<file path="src/rtl/video_timing_pkg.sv">
// video_timing_pkg
// Shared defaults and the lock-state encoding for the video timing
// measurement block.
//   CW_DEF          default counter / measurement width
//   LOCK_FRAMES_DEF default number of identical frames needed for lock
//   lock_state_e    UNLOCKED / LOCKED
package video_timing_pkg;

  localparam int CW_DEF          = 10;
  localparam int LOCK_FRAMES_DEF = 4;

  typedef enum logic {
    UNLOCKED = 1'b0,
    LOCKED   = 1'b1
  } lock_state_e;

endpackage

</file>
<file path="src/rtl/edge_det.sv">
// edge_det
// Registers one timing input on each enabled sample and flags rising and
// falling edges against the previously registered sample.
//   clk, reset_n  clock, synchronous active-low reset
//   en            sample enable (pixel enable)
//   d             timing input
//   rise, fall    one-sample edge flags, only valid while en is high
module edge_det (
  input  logic clk,
  input  logic reset_n,
  input  logic en,
  input  logic d,
  output logic rise,
  output logic fall
);

  logic d_q, d_d;

  always_comb begin
    d_d = en ? d : d_q;
  end

  always_ff @(posedge clk) begin
    if (!reset_n) d_q <= 1'b0;
    else          d_q <= d_d;
  end

  assign rise = en &  d & ~d_q;
  assign fall = en & ~d &  d_q;

endmodule

</file>
<file path="src/rtl/video_timing_meas.sv">
// video_timing_meas
// Rebuilds pixel/line counters from an incoming hsync/vsync/hbl/vbl timing
// interface, measures line and frame geometry, publishes it once per frame
// and reports lock once the geometry has been stable for LOCK_FRAMES frames.
//   clk, reset_n                  clock, synchronous active-low reset
//   clk_pix                       pixel enable; nothing but frame_strobe moves while low
//   hsync, vsync, hbl, vbl        timing inputs, active-high
//   hc, vc                        reconstructed pixel / line index (0 = first active)
//   h_total, h_active, hs_start   published line measurements
//   v_total, v_active, vs_start   published frame measurements
//   locked                        timing stable
//   frame_strobe                  one-clk pulse with each publish
module video_timing_meas
  import video_timing_pkg::*;
#(
  parameter int CW          = CW_DEF,
  parameter int LOCK_FRAMES = LOCK_FRAMES_DEF
) (
  input  logic          clk,
  input  logic          reset_n,
  input  logic          clk_pix,
  input  logic          hsync,
  input  logic          vsync,
  input  logic          hbl,
  input  logic          vbl,
  output logic [CW-1:0] hc,
  output logic [CW-1:0] vc,
  output logic [CW-1:0] h_total,
  output logic [CW-1:0] h_active,
  output logic [CW-1:0] hs_start,
  output logic [CW-1:0] v_total,
  output logic [CW-1:0] v_active,
  output logic [CW-1:0] vs_start,
  output logic          locked,
  output logic          frame_strobe
);

  localparam logic [CW-1:0] CNT_MAX = '1;
  localparam int            SW      = (LOCK_FRAMES < 2) ? 1 : $clog2(LOCK_FRAMES + 1);
  localparam logic [SW-1:0] STB_MAX = SW'(LOCK_FRAMES);

  // edge detectors: [0] hsync, [1] vsync, [2] hbl, [3] vbl
  logic [3:0] sig_in, rise, fall;
  assign sig_in = {vbl, hbl, vsync, hsync};

  edge_det u_edge [3:0] (
    .clk    (clk),
    .reset_n(reset_n),
    .en     (clk_pix),
    .d      (sig_in),
    .rise   (rise),
    .fall   (fall)
  );

  logic hs_rise, vs_rise, hbl_rise, hbl_fall, vbl_rise, vbl_fall;
  assign hs_rise  = rise[0];
  assign vs_rise  = rise[1];
  assign hbl_rise = rise[2];
  assign hbl_fall = fall[2];
  assign vbl_rise = rise[3];
  assign vbl_fall = fall[3];

  // sync falling edges carry no measurement
  logic unused_sync_fall;
  assign unused_sync_fall = &{1'b0, fall[1:0]};

  logic [CW-1:0] px_q, px_d, ln_q, ln_d, px_inc, ln_inc;
  logic [CW-1:0] ht_sh_q, ht_sh_d, ha_sh_q, ha_sh_d, hs_sh_q, hs_sh_d;
  logic [CW-1:0] vt_sh_q, vt_sh_d, va_sh_q, va_sh_d, vs_sh_q, vs_sh_d;
  logic [CW-1:0] h_total_q, h_total_d, h_active_q, h_active_d, hs_start_q, hs_start_d;
  logic [CW-1:0] v_total_q, v_total_d, v_active_q, v_active_d, vs_start_q, vs_start_d;
  logic [SW-1:0] stable_q, stable_d;
  logic          pub_vld_q, pub_vld_d, frame_strobe_q, frame_strobe_d;
  logic          publish, same_geom, timeout;
  lock_state_e   state_q, state_d;

  // event index of the current sample is previous count + 1, saturating
  assign px_inc = (px_q == CNT_MAX) ? CNT_MAX : px_q + CW'(1);
  assign ln_inc = (ln_q == CNT_MAX) ? CNT_MAX : ln_q + CW'(1);

  assign publish   = vbl_fall;
  // compare against the values about to be published (this sample's captures)
  assign same_geom = pub_vld_q && (ht_sh_d == h_total_q) && (vt_sh_d == v_total_q);
  assign timeout   = clk_pix && ((px_q == CNT_MAX) || (ln_q == CNT_MAX));

  always_comb begin
    px_d = px_q;        ln_d = ln_q;
    ht_sh_d = ht_sh_q;  ha_sh_d = ha_sh_q;  hs_sh_d = hs_sh_q;
    vt_sh_d = vt_sh_q;  va_sh_d = va_sh_q;  vs_sh_d = vs_sh_q;
    h_total_d = h_total_q;  h_active_d = h_active_q;  hs_start_d = hs_start_q;
    v_total_d = v_total_q;  v_active_d = v_active_q;  vs_start_d = vs_start_q;
    stable_d = stable_q;
    pub_vld_d = pub_vld_q;
    frame_strobe_d = 1'b0;
    if (clk_pix) begin
      px_d = hbl_fall ? '0 : px_inc;
      if (hbl_fall) ht_sh_d = px_inc;
      if (hbl_rise) ha_sh_d = px_inc;
      // hsync on the hbl-fall sample belongs to index 0 of the new line
      if (hs_rise)  hs_sh_d = hbl_fall ? '0 : px_inc;
      // line counter advances on hbl-fall; vbl-fall clear wins over increment
      if (hbl_fall) ln_d = vbl_fall ? '0 : ln_inc;
      if (vbl_rise) va_sh_d = ln_inc;
      if (vs_rise)  vs_sh_d = ln_inc;
      if (vbl_fall) vt_sh_d = ln_inc;   // pre-clear line count
      if (publish) begin
        h_total_d  = ht_sh_d;  h_active_d = ha_sh_d;  hs_start_d = hs_sh_d;
        v_total_d  = vt_sh_d;  v_active_d = va_sh_d;  vs_start_d = vs_sh_d;
        frame_strobe_d = 1'b1;
        pub_vld_d      = 1'b1;
        // first publish after reset has nothing valid to compare against
        if (same_geom) stable_d = (stable_q == STB_MAX) ? stable_q : stable_q + SW'(1);
        else           stable_d = '0;
      end
      if (timeout) stable_d = '0;
    end
  end

  always_ff @(posedge clk) begin
    if (!reset_n) begin
      px_q <= '0;  ln_q <= '0;
      ht_sh_q <= '0;  ha_sh_q <= '0;  hs_sh_q <= '0;
      vt_sh_q <= '0;  va_sh_q <= '0;  vs_sh_q <= '0;
      h_total_q <= '0;  h_active_q <= '0;  hs_start_q <= '0;
      v_total_q <= '0;  v_active_q <= '0;  vs_start_q <= '0;
      stable_q <= '0;  pub_vld_q <= 1'b0;  frame_strobe_q <= 1'b0;
    end else begin
      px_q <= px_d;  ln_q <= ln_d;
      ht_sh_q <= ht_sh_d;  ha_sh_q <= ha_sh_d;  hs_sh_q <= hs_sh_d;
      vt_sh_q <= vt_sh_d;  va_sh_q <= va_sh_d;  vs_sh_q <= vs_sh_d;
      h_total_q <= h_total_d;  h_active_q <= h_active_d;  hs_start_q <= hs_start_d;
      v_total_q <= v_total_d;  v_active_q <= v_active_d;  vs_start_q <= vs_start_d;
      stable_q <= stable_d;  pub_vld_q <= pub_vld_d;  frame_strobe_q <= frame_strobe_d;
    end
  end

  // lock FSM: state register
  always_ff @(posedge clk) begin
    if (!reset_n) state_q <= UNLOCKED;
    else          state_q <= state_d;
  end

  // lock FSM: next state
  always_comb begin
    state_d = state_q;
    case (state_q)
      UNLOCKED: if (!timeout && clk_pix && publish && stable_d == STB_MAX) state_d = LOCKED;
      LOCKED:   if (timeout || (clk_pix && publish && !same_geom))         state_d = UNLOCKED;
      default:  state_d = UNLOCKED;
    endcase
  end

  // lock FSM: outputs
  always_comb begin
    locked = (state_q == LOCKED);
  end

  assign hc           = px_q;
  assign vc           = ln_q;
  assign h_total      = h_total_q;
  assign h_active     = h_active_q;
  assign hs_start     = hs_start_q;
  assign v_total      = v_total_q;
  assign v_active     = v_active_q;
  assign vs_start     = vs_start_q;
  assign frame_strobe = frame_strobe_q;

endmodule
</file>
<file path="config.mk">
export PLATFORM = sky130hd
export DESIGN_NAME = video_timing_meas
export DESIGN_NICKNAME = d
export VERILOG_FILES = /design/src/rtl/video_timing_pkg.sv /design/src/rtl/edge_det.sv /design/src/rtl/video_timing_meas.sv
export SDC_FILE = /design/constraint.sdc
export NUM_CORES = 1
export LEC_CHECK = 0
export CORE_MARGIN = 3
export CORE_UTILIZATION = 29
export DETAILED_ROUTE_END_ITERATION = 6
export GPL_TIMING_DRIVEN = 0
export HOLD_SLACK_MARGIN = 0.02
export PLACE_DENSITY = 0.45
export SYNTH_ARGS = -nofsm -noshare
export SYNTH_HDL_FRONTEND = slang
export SYNTH_HIERARCHICAL = 1
export SYNTH_SLANG_ARGS = --single-unit
</file>
<file path="constraint.sdc">
create_clock -name clk -period 3.1 [get_ports clk]
set_input_delay 0.62 -clock clk [delete_from_list [all_inputs] [get_ports clk]]
set_output_delay 0.62 -clock clk [all_outputs]
set_load 0.05 [all_outputs]
</file>
==> results of run 1 <==
==> tightest hold or removal path, stage by stage, from the launching register on <==
cell and delay [ns]:
dfxtp_1 0.31, nand2_1 0.05, a21oi_1 0.05
==> cell type report <==
cell class	count	area, um^2
fillers	2464	14640
multi-input cells	618	3755
flip-flops and latches	150	3004
repair buffers	91	903.4
clock buffers	19	442.9
well taps	319	399.1
plain buffers	71	372.9
clock inverters	12	177.7
inverters	16	60.06
==> power by group through the flow <==
stage	Clock (mW)	Sequential, mW	Combinational [mW]
finish	2.22	1.98	0.313
global route	2.35	1.99	0.340
CTS	2.26	1.98	0.313
detailed placement	0	2.03	0.311
global placement	0	2.03	0.311
floorplan	0	2.06	0.165
==> flip-flops by register name (all words and copies together) (netlist names), 3 cells and up <==
signal      cells
h_active       10
h_total        10
ha_sh_q        10
hc             10
hs_sh_q        10
hs_start       10
ht_sh_q        10
stable_q        3
u_edge/d_q      4
v_active       10
v_total        10
va_sh_q        10
vc             10
vs_sh_q        10
vs_start       10
vt_sh_q        10
==> metrics by stage <==
step	TNS, ns	setup WS [ns]
floorplan	0	0.2598
global placement	-29.65	-1.057
detailed placement	-29.39	-0.9959
CTS	0	0.004179
global route	-0.007932	-0.007932
finish	0	0.1196
==> worst min-delay path by stage <==
stage	from	endpoint	slack (ns)	cells past startpoint
after global routing	va_sh_q[8]	va_sh_q[8]	0.48	2
after CTS	va_sh_q[8]	va_sh_q[8]	0.46	2
after global placement	va_sh_q[6]	va_sh_q[6]	0.44	2
after detailed placement	va_sh_q[8]	va_sh_q[8]	0.45	2
after floorplan	ha_sh_q[7]	ha_sh_q[7]	0.44	2
final	vs_sh_q[6]	vs_sh_q[6]	0.46	2
==> layer usage <==
layer / global-route usage / vias up
met5: 0 / -
met4: 0.04808 / 0
met3: 0.03586 / 22
met2: 0.2968 / 186
met1: 0.2787 / 3197
li1: - / 3271
==> placed cells by master, fill, tap and decap left out, types with 5 or more instances in the layout <==
| cell type | n |
|---|---|
| nor2_1 | 185 |
| buf_6 | 8 |
| nand4_1 | 7 |
| dfxtp_1 | 149 |
| and3_1 | 6 |
| and2_1 | 7 |
| clkbuf_16 | 17 |
| nor2b_1 | 5 |
| nand2b_1 | 8 |
| xnor2_1 | 8 |
| buf_1 | 6 |
| buf_4 | 5 |
| nand3_1 | 13 |
| a22oi_1 | 7 |
| a31oi_1 | 6 |
| o21ai_0 | 15 |
| xor2_1 | 9 |
| nand2_1 | 50 |
| clkbuf_1 | 43 |
| a21oi_1 | 68 |
| a21o_1 | 6 |
| clkdlybuf4s50_1 | 87 |
| nor3_1 | 15 |
| mux2i_1 | 36 |
| a211oi_1 | 76 |
| buf_2 | 6 |
| inv_1 | 15 |
==> repair_timing <==
item / CTS / global route
pin swaps: 3 / 8
gates cloned: 0 / 0
endpoints found under the setup margin: 16 / 13
buffers inserted: 1 / 2
resized for setup: 12 / 18
==> flow_summary.yaml, run 1 <==
clock_network:
  htreeDepth: 4
  cts_made_buffers: 17
  cts_tree: "yes"
  cts.path.max_buffers: 2
  clk_pin_slew_ns: 0.06
  clock_latency_ns: 0.43
  clock-sinks: 150
  holdBufCountCts: 0
  cts-root-buf: "clkbuf_16"
drt:
  drt-met1-wl_um: 12350
  wl_met2_um: 11270
  drt-total-wl_um: 25320
  drtIter0Drc: 524
  drc_errors: 4
  wire_per_inst_um: 19.54
  via_per_inst: 5.151
  antenna_left: 0
  wl_met3_um: 1373
  via_count: 6676
  firstDrtPassIters: 7
  highest_layer: "met4"
sta:
  finalClockSkew_ns: 0.01176
  period_share: 0.9614
  clock.fmax_mhz: 335.5
  whs_ns: 0.4558
  rsz0062_at_grt: "yes"
  slew_headroom: 0.4216
  hold_viol: 0
  slew_viol_final: 0
  tightestPinTransition_ns: 0.8677
  setup_viol: 0
  finalCriticalPeriod_ns: 2.980
cells_and_area:
  finish.utilization: 0.3837
  antenna_cells: 0
  nNetsFinal: 976
  stdcell_area_um2: 9115
  fin_cells: 1296
  drive_above_1_share: 0.09212
  syn2layout_area_growth_pct: 28.35
die:
  num_rows: 56
  dieArea_um2: 26400
  core_um2: 23750
  initial_core_util: 0.2990
  die_w_um: 162.5
  die_h_um: 162.5
  boundaryPins: 89
power_and_ir_drop:
  intPower_mw: 3.420
  p_sw_mw: 1.097
  finalPower_mw: 4.518
  ir_drop_v: 0.0002457
  power.share.clock: 0.492
  p_comb_frac: 0.069
  seq_power_share: 0.439
  pwr_density_cell_nw_per_um2: 495.7
  power_leakage_nw: 3.123
  swShare: 0.2429
yosys:
  syn-cell-area_um2: 7102
  synth_fp_nets: 866
  syn_area_per_cell_um2: 8.306
  netlist_instances: 855
  ys_warn_count: 6
placed_design:
  place_area_um2: 8382
  dp_hpwl_um: 18360
  gp_congestion: 0.8750
  port_buffers: 88
  placed_cells: 1262
worst_setup_path:
  cp.arrival_ns: 3.33
  worstReg2RegStart: "vc[1]"
  slowest_stage: "clkdlybuf4s50_1"
  critPathTopFamily: "buffers and inverters"
  start_kind: "primary input"
  cp.depth: 14
  crit_top_cell: "buf_6"
  ff2ff_path_depth: 12
  reg2reg_to: "locked"
  crit_type: "in -> reg"
  path_cells: "clkdlybuf4s50_1 > and3b_2 > buf_6 > and2_4 > buf_6 > buf_8 > nand3b_1 > o32ai_2 > nor4_2 > nand4_1 > nor2_2 > buf_4 > a2111o_1 > o31ai_2"
  critPathLaunch: "vbl"
  r2r_slack_ns: 0.21
  max_stage_delay_ns: 0.42
  end_kind: "flop"
  cp_max_fo: 10
  required_ns: 3.45
  cp-endpoint: "locked"
  cp_num_buf_inv: 5
run_status:
  status: "finished, violations left"
  violations: "DRC"
global_route:
  grt_use_total: 0.1930
  grt_start_max_net_pins: 17
  first_global_vias: 6549
  antenna_found_initial: 0
  grt_overflow: 0
  grt_pass1_wl_um: 39170
worst_hold_path:
  worstHoldPathType: "reg -> reg"
job:
  maxCapViolations: 0
Power figures use the tool's default switching activity.
==> inputs of run 2 (changes only) <==
CORE_ASPECT_RATIO = 0.75   (was not set)
==> run 2 against run 1 <==
Net effect: largest power group unchanged; non-clock buffer count is 2 lower; the flow now finishes without violations; hold slack lost 0.0018 ns; clock skew rose by 0.0016 ns.
==> flow_summary.yaml, run 2 (synthesis gave the netlist of run 1 again) <==
sta:
  period_share: 0.9681
  setup-tns-final_ns: 0
  setup_viol: 0
  finalCriticalPeriod_ns: 3.001
  hold_viol: 0
  finalClockSkew_ns: 0.01339
  clock.fmax_mhz: 333.2
  slew_headroom: 0.4827
  whs_ns: 0.4540
  slew_viol_final: 0
  tightestPinTransition_ns: 0.7760
  rsz0062_at_grt: "no"
global_route:
  antenna_found_initial: 0
  grt_overflow: 0
  grt_start_max_net_pins: 17
  first_global_vias: 6384
  grt_use_total: 0.1954
  grt_pass1_wl_um: 39710
worst_setup_path:
  critPathTopFamily: "simple AND/OR/NAND/NOR gates"
  slowest_stage: "clkdlybuf4s50_1"
  path_cells: "clkdlybuf4s50_1 > and3b_2 > buf_4 > and2_2 > a41o_1 > nor3_2 > xnor2_1 > nor3_2 > nand4_2 > nor2_2 > a2111o_1 > o31ai_2"
  start_kind: "primary input"
  required_ns: 3.45
  cp_max_fo: 10
  crit_type: "in -> reg"
  end_kind: "flop"
  crit_top_cell: "nor3_2"
  max_stage_delay_ns: 0.47
  cp.arrival_ns: 3.35
  cp_num_buf_inv: 2
clock_network:
  clock_latency_ns: 0.43
  cts_tree: "yes"
  clock-sinks: 150
  cts-root-buf: "clkbuf_16"
  htreeDepth: 4
  cts.path.max_buffers: 2
  cts_made_buffers: 17
  clk_pin_slew_ns: 0.07
  holdBufCountCts: 0
die:
  dieArea_um2: 26420
  boundaryPins: 89
  die_h_um: 141.5
  die_w_um: 186.7
  num_rows: 48
  initial_core_util: 0.3017
  core_um2: 23540
cells_and_area:
  final_common_cell: "nor2_1"
  syn2layout_area_growth_pct: 27.45
  fillers: 2439
  fin_cells: 1301
  drive_above_1_share: 0.08607
  stdcell_area_um2: 9051
  nNetsFinal: 974
  final_cell_mix: "185 x nor2_1, 149 x dfxtp_1, 87 x clkdlybuf4s50_1"
  antenna_cells: 0
drt:
  drt-total-wl_um: 26080
  antenna_left: 0
  drc_errors: 0
  wire_per_inst_um: 20.05
  firstDrtPassIters: 5
  drtIter0Drc: 692
  via_per_inst: 5.181
  via_count: 6741
placed_design:
  port_buffers: 88
  placed_cells: 1268
  gp_congestion: 0.8738
  dp_hpwl_um: 19170
  place_area_um2: 8389
power_and_ir_drop:
  power_leakage_nw: 3.097
  finalPower_mw: 4.523
  ir_drop_v: 0.0003715
  pwr_density_cell_nw_per_um2: 499.7
worst_hold_path:
  worstHoldPathType: "reg -> reg"
job:
  maxCapViolations: 0
run_status:
  status: "finished, final reports clean"
## run 2: cell count changes in the layout (fill, tap and decap cells not counted), moves of 2 or more
cell,change
clkinv_4,+2
clkinv_2,-2
clkbuf_4,-2
clkinvlp_4,-2
inv_8,+2
inv_6,+3
## run 2: final cells by class
cell class	count	area, um^2	share of cell area
plain buffers	71	360.3	0.03981
flip-flops and latches	150	3004	0.3319
well taps	325	406.6	0.04493
inverters	16	60.06	0.006635
clock inverters	14	188.9	0.02087
clock buffers	18	429.2	0.04742
repair buffers	89	888.4	0.09815
multi-input cells	618	3714	0.4103
## run 2: metrics by stage
step                      utilization  worst slack [ns]
after floorplan                     -            0.2598
final                          0.3845           0.09876
after global routing           0.3845          0.004765
after detailed placement       0.3563           -0.8379
after global placement         0.3563           -0.9277
after CTS                      0.3828           0.02025
## run 2: worst paths after layout
kind | cells past startpoint | slack (ns) | from | end
max | 12 | 0.1 | hbl | locked
min | 2 | 0.45 | ha_sh_q[7] | ha_sh_q[7]
max reg2reg | 11 | 0.12 | vc[1] | locked
min reg2reg | 2 | 0.45 | ha_sh_q[7] | ha_sh_q[7]
## run 2: power breakdown
part,switching [mW],total [mW],internal [mW]
Sequential,0.0240,1.98,1.96
Combinational,0.221,0.317,0.0960
Clock,0.931,2.22,1.29
Total,1.18,4.52,3.35
## run 2: what timing repair did
item	CTS	global route
setup endpoints to repair	14	14
setup buffers	0	1
gates resized for setup	4	16
endpoints found under the hold margin	0	0
pin swaps	0	4
## run 2: metal layers
metal | vias up | wire [um] | global-route usage
met2 | 218 | 10340 | 0.2724
met3 | 26 | 1637 | 0.03976
met1 | 3240 | 13780 | 0.3038
li1 | 3257 | - | -
met4 | 0 | 321 | 0.04612
met5 | - | 0 | 0
## run 2: worst reg2reg max path: cells and delay by family, from the launching register on
kind            cells  cell delay, ns
simple gates        4            0.75
flops               1            0.48
compound gates      5            1.29
buf+inv             1            0.18
fa+ha+maj           1            0.20
==> inputs of run 3 (changes only) <==
clock period = 3.47 ns   (was 3.1 ns; I/O delays follow)
==> run 3 against run 2 <==
Net effect: clock power is 10% lower; sequential power shrank 11%; wire length decreased by 0.26%; worst setup slack gained 0.061 ns; core utilization down 0.15 points; register-to-register slack better by 0.16 ns; via count shrank 0.56%; critical path type unchanged; die area unchanged; combinational power fell by 11%.
==> flow_summary.yaml, run 3 (synthesis gave the netlist of run 1 again) <==
sta:
  finalClockSkew_ns: 0.01161
  whs_ns: 0.4540
  rsz0062_at_grt: "no"
  slew_headroom: 0.4657
  finalCriticalPeriod_ns: 3.310
  hold_viol: 0
  clock.fmax_mhz: 302.1
  setup_viol: 0
  timing.final.ws_setup_ns: 0.1601
  slew_viol_final: 0
  period_share: 0.9539
  tightestPinTransition_ns: 0.8014
clock_network:
  clock-sinks: 150
  cts_setup_buffers: 0
  clock_latency_ns: 0.44
  cts-root-buf: "clkbuf_16"
  htreeDepth: 4
  cts_made_buffers: 17
  cts.path.max_buffers: 2
  cts_tree: "yes"
  clk_pin_slew_ns: 0.07
worst_setup_path:
  end_kind: "flop"
  worstReg2RegStart: "hc[0]"
  ff2ff_path_depth: 11
  cp_num_buf_inv: 3
  reg2reg_to: "locked"
  cp.arrival_ns: 3.66
  path_cells: "clkdlybuf4s50_1 > and3b_2 > buf_2 > and2_0 > clkbuf_2 > a221oi_1 > a21oi_1 > nor4_1 > nand4_1 > nor2_2 > a32oi_1 > o31ai_2"
  max_stage_delay_ns: 0.47
  required_ns: 3.82
  critPathTopFamily: "simple AND/OR/NAND/NOR gates"
  start_kind: "primary input"
  slowest_stage: "clkdlybuf4s50_1"
  crit_type: "in -> reg"
  r2r_slack_ns: 0.28
  cp_max_fo: 10
drt:
  firstDrtPassIters: 5
  antenna_left: 0
  drtIter0Drc: 642
  drc_errors: 0
  via_count: 6703
  drt-total-wl_um: 26010
  via_per_inst: 5.156
  wire_per_inst_um: 20.01
cells_and_area:
  final_cell_mix: "185 x nor2_1, 150 x dfxtp_1, 87 x clkdlybuf4s50_1"
  fillers: 2435
  nNetsFinal: 973
  ff_latch_area_um2: 3003
  drive_above_1_share: 0.07897
  fin_cells: 1300
  stdcell_area_um2: 9015
  syn2layout_area_growth_pct: 26.94
  antenna_cells: 0
  final_common_cell: "nor2_1"
  multi_input_area_um2: 3691
worst_hold_path:
  hold_start: "ha_sh_q[7]"
  hold_depth: 2
  worstHoldPathType: "reg -> reg"
  holdPathEnd: "ha_sh_q[7]"
power_and_ir_drop:
  power_leakage_nw: 3.084
  finalPower_mw: 4.040
  ir_drop_v: 0.0003344
  pwr_density_cell_nw_per_um2: 448.2
global_route:
  grt_start_max_net_pins: 17
  first_global_vias: 6384
  grt_use_total: 0.1954
  antenna_found_initial: 0
  grt_pass1_wl_um: 39710
  grt_overflow: 0
placed_design:
  placed_cells: 1268
  gp_congestion: 0.8738
  place_area_um2: 8389
  dp_hpwl_um: 19170
  post-place-ws_ns: -0.5419
  port_buffers: 88
die:
  dieArea_um2: 26420
  die_w_um: 186.7
  initial_core_util: 0.3017
  core_um2: 23540
  num_rows: 48
  boundaryPins: 89
  die_h_um: 141.5
job:
  maxCapViolations: 0
run_status:
  status: "finished, final reports clean"
## run 3: worst max path at each step
| stage | cells after the start | to | startpoint |
|---|---|---|---|
| detailed placement | 11 | locked | clk_pix |
| global route | 12 | locked | hbl |
| CTS | 13 | locked | clk_pix |
| finish | 12 | locked | hbl |
| floorplan | 11 | locked | vc[1] |
| global placement | 12 | locked | clk_pix |
## run 3: final cells by class
class / count / share of cell area
well taps: 325 / 0.04511
clock buffers: 18 / 0.04761
flip-flops and latches: 150 / 0.3331
multi-input cells: 618 / 0.4094
plain buffers: 71 / 0.03914
inverters: 16 / 0.006662
repair buffers: 88 / 0.09799
clock inverters: 14 / 0.02096
## run 3: report_power, final
group / internal, mW / switching [mW] / leakage, nW
clock: 1.15 / 0.832 / 0.296
sequential: 1.75 / 0.0214 / 1.21
combinational: 0.0853 / 0.198 / 1.57
## run 3: what timing repair did
item	4_1_cts	5_1_grt
hold endpoints to repair	0	0
hold buffers	0	0
setup endpoints to repair	2	12
gates resized for setup	3	1
## run 3: worst register-to-register path: cells and delay by family, from the launching register on
kind,cells,cell delay (ns)
buffers and inverters,1,0.14
AND/OR/NAND/NOR,4,1.09
AO/OA/AOI/OAI,5,1.07
flip-flops,1,0.53
adder cells (fa/ha/maj),1,0.30
## run 3: metrics by stage
step / utilization / TNS (ns)
after floorplan: - / 0
after global placement: 0.3563 / -7.294
after detailed placement: 0.3563 / -6.345
after CTS: 0.3828 / 0
after global routing: 0.3829 / 0
final: 0.3829 / 0
## run 3: per-layer routing
metal  vias up  track usage  routed length, um
li1       3243            -                  -
met4         0      0.04612                329
met5         -            0                  0
met2       237       0.2724              10250
met3        26      0.03976               1722
met1      3197       0.3038              13710
